<file path="config.mk">
export PLATFORM = sky130hd
export DESIGN_NAME = masked_rand_sched
export DESIGN_NICKNAME = d
export VERILOG_FILES = /design/src/rtl/masked_rand_sched.sv
export SDC_FILE = /design/constraint.sdc
export NUM_CORES = 1
export LEC_CHECK = 0
export BUFFER_PORTS_ARGS = -buffer_cell sky130_fd_sc_hd__buf_2
export CAP_MARGIN = 20
export CORE_AREA = 10 10 197 199
export DETAILED_ROUTE_END_ITERATION = 7
export DIE_AREA = 0 0 207 209
export PLACE_DENSITY = 0.53
export SETUP_SLACK_MARGIN = 0.1
export SLEW_MARGIN = 20
export SYNTH_ARGS = -nofsm -noshare
export SYNTH_HDL_FRONTEND = slang
export SYNTH_SLANG_ARGS = --single-unit
</file>
<file path="constraint.sdc">
create_clock -name clk -period 4.9 [get_ports clk]
set_clock_uncertainty 0.15 [all_clocks]
set_input_delay 0.245 -clock clk [delete_from_list [all_inputs] [get_ports clk]]
set_output_delay 0.245 -clock clk [all_outputs]
set_load 0.01 [all_outputs]
</file>
<file path="src/rtl/masked_rand_sched.sv">
// masked_rand_sched: seeds an external PRNG, discards warm-up steps, then deals
// one fresh PRNG word per round-robin grant until a reseed is due.
module masked_rand_sched #(
    parameter int NUM_REQ = 4,
    parameter int WARMUP_CYCLES = 128,
    parameter int RESEED_INTERVAL = 1024
) (
    input  logic               clk,
    input  logic               rst,
    input  logic               seed_valid_i,
    input  logic [127:0]       seed_i,
    output logic               seed_ready_o,
    output logic               seed_err_o,
    output logic               reseed_req_o,
    output logic               prng_init_o,
    output logic               prng_en_o,
    output logic [127:0]       prng_seed_o,
    input  logic [127:0]       prng_data_i,
    input  logic [NUM_REQ-1:0] req_valid_i,
    output logic [NUM_REQ-1:0] req_ready_o,
    output logic [127:0]       rand_o
);
    localparam int IW = $clog2(NUM_REQ);

    typedef enum logic [1:0] {UNSEEDED, LOAD, WARMUP, READY} state_t;

    state_t        state, state_nx;
    logic [127:0]  seed_q;
    logic [15:0]   draw_cnt;
    logic [7:0]    warm_cnt;
    logic [IW-1:0] ptr, gidx, idx;
    logic          err_q, hit, grant, seed_xfer, seed_nz;

    assign seed_ready_o = !rst && (state == UNSEEDED || state == READY);
    assign seed_xfer    = seed_valid_i && seed_ready_o;
    assign seed_nz      = |seed_i;
    assign seed_err_o   = err_q;
    assign reseed_req_o = state == UNSEEDED;
    assign prng_init_o  = state == LOAD;
    assign prng_seed_o  = seed_q;
    assign grant        = state == READY && !seed_xfer && hit;
    assign prng_en_o    = state == WARMUP || grant;
    assign req_ready_o  = grant ? {{(NUM_REQ-1){1'b0}}, 1'b1} << gidx : '0;
    assign rand_o       = rst ? '0 : prng_data_i;

    // Descending scan so the requester closest to ptr is the last to overwrite gidx
    always_comb begin
        hit  = 1'b0;
        gidx = ptr;
        idx  = '0;
        for (int i = NUM_REQ - 1; i >= 0; i--) begin
            idx = IW'((int'(ptr) + i) % NUM_REQ);
            if (req_valid_i[idx]) begin
                hit  = 1'b1;
                gidx = idx;
            end
        end
    end

    always_comb begin
        state_nx = state;
        case (state)
            UNSEEDED: state_nx = (seed_xfer && seed_nz) ? LOAD : UNSEEDED;
            LOAD:     state_nx = WARMUP;
            WARMUP:   state_nx = (warm_cnt == 8'(WARMUP_CYCLES - 1)) ? READY : WARMUP;
            READY:    state_nx = (seed_xfer && seed_nz) ? LOAD :
                                 (grant && draw_cnt == 16'(RESEED_INTERVAL - 1)) ? UNSEEDED : READY;
            default:  state_nx = UNSEEDED;
        endcase
    end

    always_ff @(posedge clk or posedge rst) begin
        if (rst) begin
            state    <= UNSEEDED;
            seed_q   <= '0;
            draw_cnt <= '0;
            warm_cnt <= '0;
            ptr      <= '0;
            err_q    <= 1'b0;
        end else begin
            state    <= state_nx;
            err_q    <= seed_xfer && !seed_nz;
            warm_cnt <= (state == WARMUP) ? warm_cnt + 8'd1 : '0;
            if (seed_xfer && seed_nz) begin
                seed_q   <= seed_i;
                draw_cnt <= '0;
            end else if (state == LOAD) begin
                seed_q <= '0;
            end
            if (grant) begin
                draw_cnt <= draw_cnt + 16'd1;
                ptr      <= (gidx == IW'(NUM_REQ - 1)) ? '0 : gidx + 1'b1;
            end
        end
    end
endmodule

</file>
# Word-level counts from Yosys, hierarchy flattened
# Index checks and enable logic that the tools add are counted.
dict set report word_totals {
  regBits 157
  latch_bits 0
  mem_bits_rw 0
  mem_bits_ro 0
  input_bits 263
  out_inout_bits 265
  word_cells 68
  n_memories 0
}
dict set report op_classes {
  add_sub_neg 6
  n_mul 0
  div 0
  magnitude_cmp 4
  n_eq_ne 6
  n_shift 1
  mux 29
  bitwise_logic 0
  reduce_logical 16
}
# cell n
set ops {}
lappend ops {{two-way mux 128 bit} 3}
lappend ops {{OR reduction 128 bit} 1}
lappend ops {{two-way mux 16 bit} 2}
lappend ops {{adder 16 x 1 -> 16 bit, second input constant} 1}
lappend ops {{equality test 16 x 10 -> 1 bit, second input constant} 1}
lappend ops {{two-way mux 2 bit} 7}
lappend ops {{less-than comparator 2 x 3 -> 1 bit, second input constant} 4}
lappend ops {{two-way mux 1 bit} 10}
lappend ops {{adder 8 x 1 -> 8 bit, second input constant} 1}
lappend ops {{binary-select mux 1 bit (select 2 bit)} 4}
lappend ops {{equality test 8 x 7 -> 1 bit, second input constant} 1}
lappend ops {{two-way mux 8 bit} 1}
lappend ops {{case mux 2 bit (4 select lines)} 1}
lappend ops {{logical AND 1 bit} 7}
lappend ops {{equality test 2 bit, second input constant} 3}
lappend ops {{adder 2 x 1 -> 2 bit, second input constant} 2}
lappend ops {{adder 2 bit, second input constant} 2}
lappend ops {{two-way mux 4 bit} 1}
lappend ops {{nonzero test 2 bit} 2}
lappend ops {{left shift 1 x 2 -> 4 bit, first input constant} 1}
lappend ops {{logical NOT 1 bit} 3}
lappend ops {{equality test 2 x 1 -> 1 bit, second input constant} 1}
lappend ops {{logical NOT 2 bit} 1}
lappend ops {{logical OR 1 bit} 2}

# Longest topological paths before layout
dict set report logic_depth {
  ltp_word 12
  mapped_depth 9
  mapped_depth_nobuf 8
}

# Least setup slack after synthesis
# OpenSTA, ideal clock, no wires.
dict set report synth_timing {
  path_kind {register to register}
  from {register state[1]}
  to {register seed_q[100] (netlist: prng_seed_o[100])}
  arrival_time_ns 2.061
  path_slack_ns 2.565
  stages_incl_launch_ff 8
  cell_sequence {dfrtp_1 inv_1 ha_1 nor2_1 nand2_1 a21oi_2 clkbuf_1 mux2_2}
}
dict set report synth_between {
  elab_chain_cells 6
}
# element line
set synth_rtl {}
lappend synth_rtl {{from (decl)} 27} ;# state_t state, state_nx;
lappend synth_rtl {{from (signal assigned)} 81} ;# state <= state_nx;
lappend synth_rtl {{equality test 2 bit or logical NOT 2 bit (tied branches)} 34} ;# assign seed_ready_o = !rst && (state == UNSEEDED || state == READY);
lappend synth_rtl {{logical OR 1 bit *} 34}
lappend synth_rtl {{logical AND 1 bit *} 34}
lappend synth_rtl {{named net seed_ready_o} 12} ;# output logic seed_ready_o,
lappend synth_rtl {{logical AND 1 bit *} 35} ;# assign seed_xfer = seed_valid_i && seed_ready_o;
lappend synth_rtl {{logical AND 1 bit *} 84} ;# if (seed_xfer && seed_nz) begin
lappend synth_rtl {{two-way mux 128 bit or nonzero test 2 bit (tied branches)} n/a}
lappend synth_rtl {{to (signal assigned)} 85} ;# seed_q <= seed_i;
lappend synth_rtl {{to (decl)} 28} ;# logic [127:0] seed_q;
# Mark *: on every way through the listed nets, which the timed path passes. The rest lies on a longest branch.
# A chain may end at the register's enable or synchronous reset.

# Worst setup path in the final report
dict set report layout_timing {
  from {input port seed_i[7]}
  to {register seed_q[89] (netlist: prng_seed_o[89])}
}
dict set report layout_between {
  elab_chain_cells 3
}
# element line
set layout_rtl {}
lappend layout_rtl {{from (decl)} 11} ;# input logic [127:0] seed_i,
lappend layout_rtl {{OR reduction 128 bit *} 36} ;# assign seed_nz = |seed_i;
lappend layout_rtl {{logical AND 1 bit *} 84}
lappend layout_rtl {{two-way mux 128 bit or nonzero test 2 bit (tied branches)} n/a}
# Mark *: on every way between the ends. The rest lies on a longest branch, timed or not.

==> run metrics <==
status=finished, final reports clean; routability cong.=approximately 0.94; crit end category=register; initial antenna violation count=2; H-tree depth=4; Hold WS=between 0.1 and 0.15 ns; die width=just over 200 um; CTS tree=done; Syn Area/Cell=10.9 um^2; highest cell delay on the worst timing path=roughly 0.7 ns; Max-Cap Viols=0; Yosys reg bits=157; type of the worst min-delay path=in -> reg; Avg Vias per Cell=4.37; critical path startpoint category=input pin; Setup crit end=prng_seed_o[89]; R2R cell count=8; post-layout net count=1698; RSZ-0062 raised after global routing=false; Worst R2R End=prng_seed_o[89]; root buffer cell=clkbuf_16; Initial Utilization=24.5%; Ys Warns=0; Die H=209 um; LEAKAGE=7.01 nW; synth-to-layout area growth=58.6%; I/O pin count=528; Worst Path Required=roughly 5.1 ns; die area=43300 um^2; Residual DRC=0; post-synthesis sequential area ratio=45.7%; Arr. time, crit path=3.85 ns; largest net degree at the start of global routing=148; top-count cell post-synth=nor2b_1; critical path depth=9; met2 routed WL=18100 um; fmax=271 MHz; layout cells sized above 1=between 40% and 50%; Power Dens Cells=a little under 500 nW/um^2; vias in the first global route=9237; Final setup viols=0; period utilization=75.2%; Rows=approximately 70; routed wl met3=~3700 um; Critical path origin=seed_i[7]; Setup CP Type=in -> reg; FF-to-FF setup slack=1.54 ns; DRT iter0 DRCs=approximately 560; Async S/R FF share, synth=100%; Final Hold Viols=0; Tot Pwr=6.67 mW; Tmin final=3.69 ns; fin cells=roughly 1900; area share of the largest cell type after synthesis=a little under half; Num Clock Sinks=157; Routed WL=around 39000 um; Post-Route M1 WL=16300 um; number of synthesized flops with an enable pin=0; Gate Count Post-Synth=791; first-pass GRT wire length=~58000 um; Primary FF master, synth=dfrtp_1; Core ar.=35100 um^2; Critical Path, Cell by Cell=dlygate4sd3_1, buf_2, nor4_1, nand4_1, nor4_2, a21oi_4, buf_4, buf_4, mux2_2; Clock Tree Buf Depth=2; CTS buffer count=17; CP max stage cell=nor4_1; Worst slew margin=around two fifths; Vias=8305; worst reg2reg startpoint=state[1]; total global routing overflow=0; crit path buf inv count=4; Synth cell types=43; First-pass DRT Iterations=7; Worst-path clk slew=~0.060 ns; hold path cells=4; placed instance count=1738; Post-CTS Setup Inserts=0; GRT Overall Usage=17.3%; dpl hpwl=30300 um; Clock Latency Late Sink=around 0.42 ns; Post-Syn Nets=around 1100; Worst Path Max Fanout=59; Post-DRT Antenna Nets=0; top cells by count, synth=nor2b_1, dfrtp_1, mux2_2; top post-synthesis cells by area=dfrtp_1, nor2b_1, mux2_2, mux2_4, nor4_1; number of fill cells in the layout=3528; Routed wire per std cell=between 20 and 25 um; worst vdd ir=329 uV; family with the most delay on the worst path=simple AND/OR/NAND/NOR gates; Port Buf Inserts=about 530; DR top layer=met5; mapped cell area=8590 um^2; setup TNS=0 ns; Synth area leader=dfrtp_1; Slew @ Worst Pin=roughly 0.90 ns; Max Transition Viols Final=0; CP dominant cell by count=buf_4
-- logic make-up after synthesis --
| kind of cell | Yosys count | share of synthesized area [%] |
|---|---|---|
| AO/OA/AOI/OAI | 39 | 2.85 |
| XOR/XNOR | 6 | 0.612 |
| adder cells (fa/ha/maj) | 10 | 1.46 |
| buffers and inverters | 57 | 3.03 |
| flip-flops | 157 | 45.7 |
| multiplexers | 130 | 18.8 |
| AND/OR/NAND/NOR | 392 | 27.5 |
-- placed cells by master, fill, tap and decap left out, drive strengths merged, types with 10 or more instances in the layout --
cell type	netlist	final
mux2	129	129
ha	10	10
and2	13	13
dlygate4sd3	0	129
nor2b	261	261
buf	9	534
nand3	11	11
o21ai	20	20
inv	9	11
nand4	11	11
dfrtp	157	157
nor4	36	36
nor2	15	15
nand2	23	23
clkbuf	39	18
-- state kept, by name, summed over array words and instances (netlist names) --
signal       flops
prng_seed_o    128
draw_cnt        16
warm_cnt         8
ptr              2
state            2
seed_err_o       1
-- routing by layer --
layer	GRT usage [%]	vias to the layer above
li1	-	3940
met1	20.9	4002
met2	26.7	315
met3	7.72	46
met4	5.49	2
met5	2.64	-
-- metrics by stage --
stage                     area, um^2  utilization [%]  worst slack (ns)
after floorplan                 8590                -              2.26
after global routing           13600             38.9              1.11
after CTS                      13600             38.9              1.17
after detailed placement       11700             33.3              1.23
final                          13600             38.9              1.21
after global placement         11700             33.3              1.32
-- final cells by class --
cell class                 instances  area (um^2)  area share [%]
inverter                           9         37.5           0.275
clock buffer                      18          439            3.22
antenna                            2         5.00          0.0367
tap                              461          577            4.23
sequential                       157         3930            28.8
multi-input combinational        577         4420            32.4
clock inverter                    12          210            1.54
timing repair buffer             663         4010            29.4
-- worst reg2reg max path: cells and delay by family, from the launching register on --
kind / cells / cell delay [ns]
mux: 1 / 0.47
compound gates: 1 / 0.15
flops: 1 / 0.44
simple gates: 2 / 0.26
fa+ha+maj: 1 / 0.30
buf+inv: 3 / 1.48
-- how the worst min path moves through the flow --
stage,from,to
2_1_floorplan,seed_i[123],prng_seed_o[123]
3_3_place_gp,rst,ptr[1]
3_5_place_dp,rst,ptr[1]
4_1_cts,seed_valid_i,draw_cnt[10]
5_1_grt,seed_valid_i,draw_cnt[10]
6_report,seed_valid_i,draw_cnt[10]
-- timing repair --
| action | CTS | global route |
|---|---|---|
| resized for setup | 0 | 0 |
| hold buffers | 129 | 0 |
| endpoints found under the hold margin | 138 | 0 |
-- power by group --
group / internal (mW) / leakage (nW) / switching [mW] / total, mW
Sequential: 1.87 / 2.07 / 0.287 / 2.15
Clock: 0.920 / 0.313 / 0.557 / 1.48
Combinational: 1.52 / 4.63 / 1.52 / 3.04
Total: 4.31 / 7.01 / 2.37 / 6.67
Power figures use the tool's default switching activity.
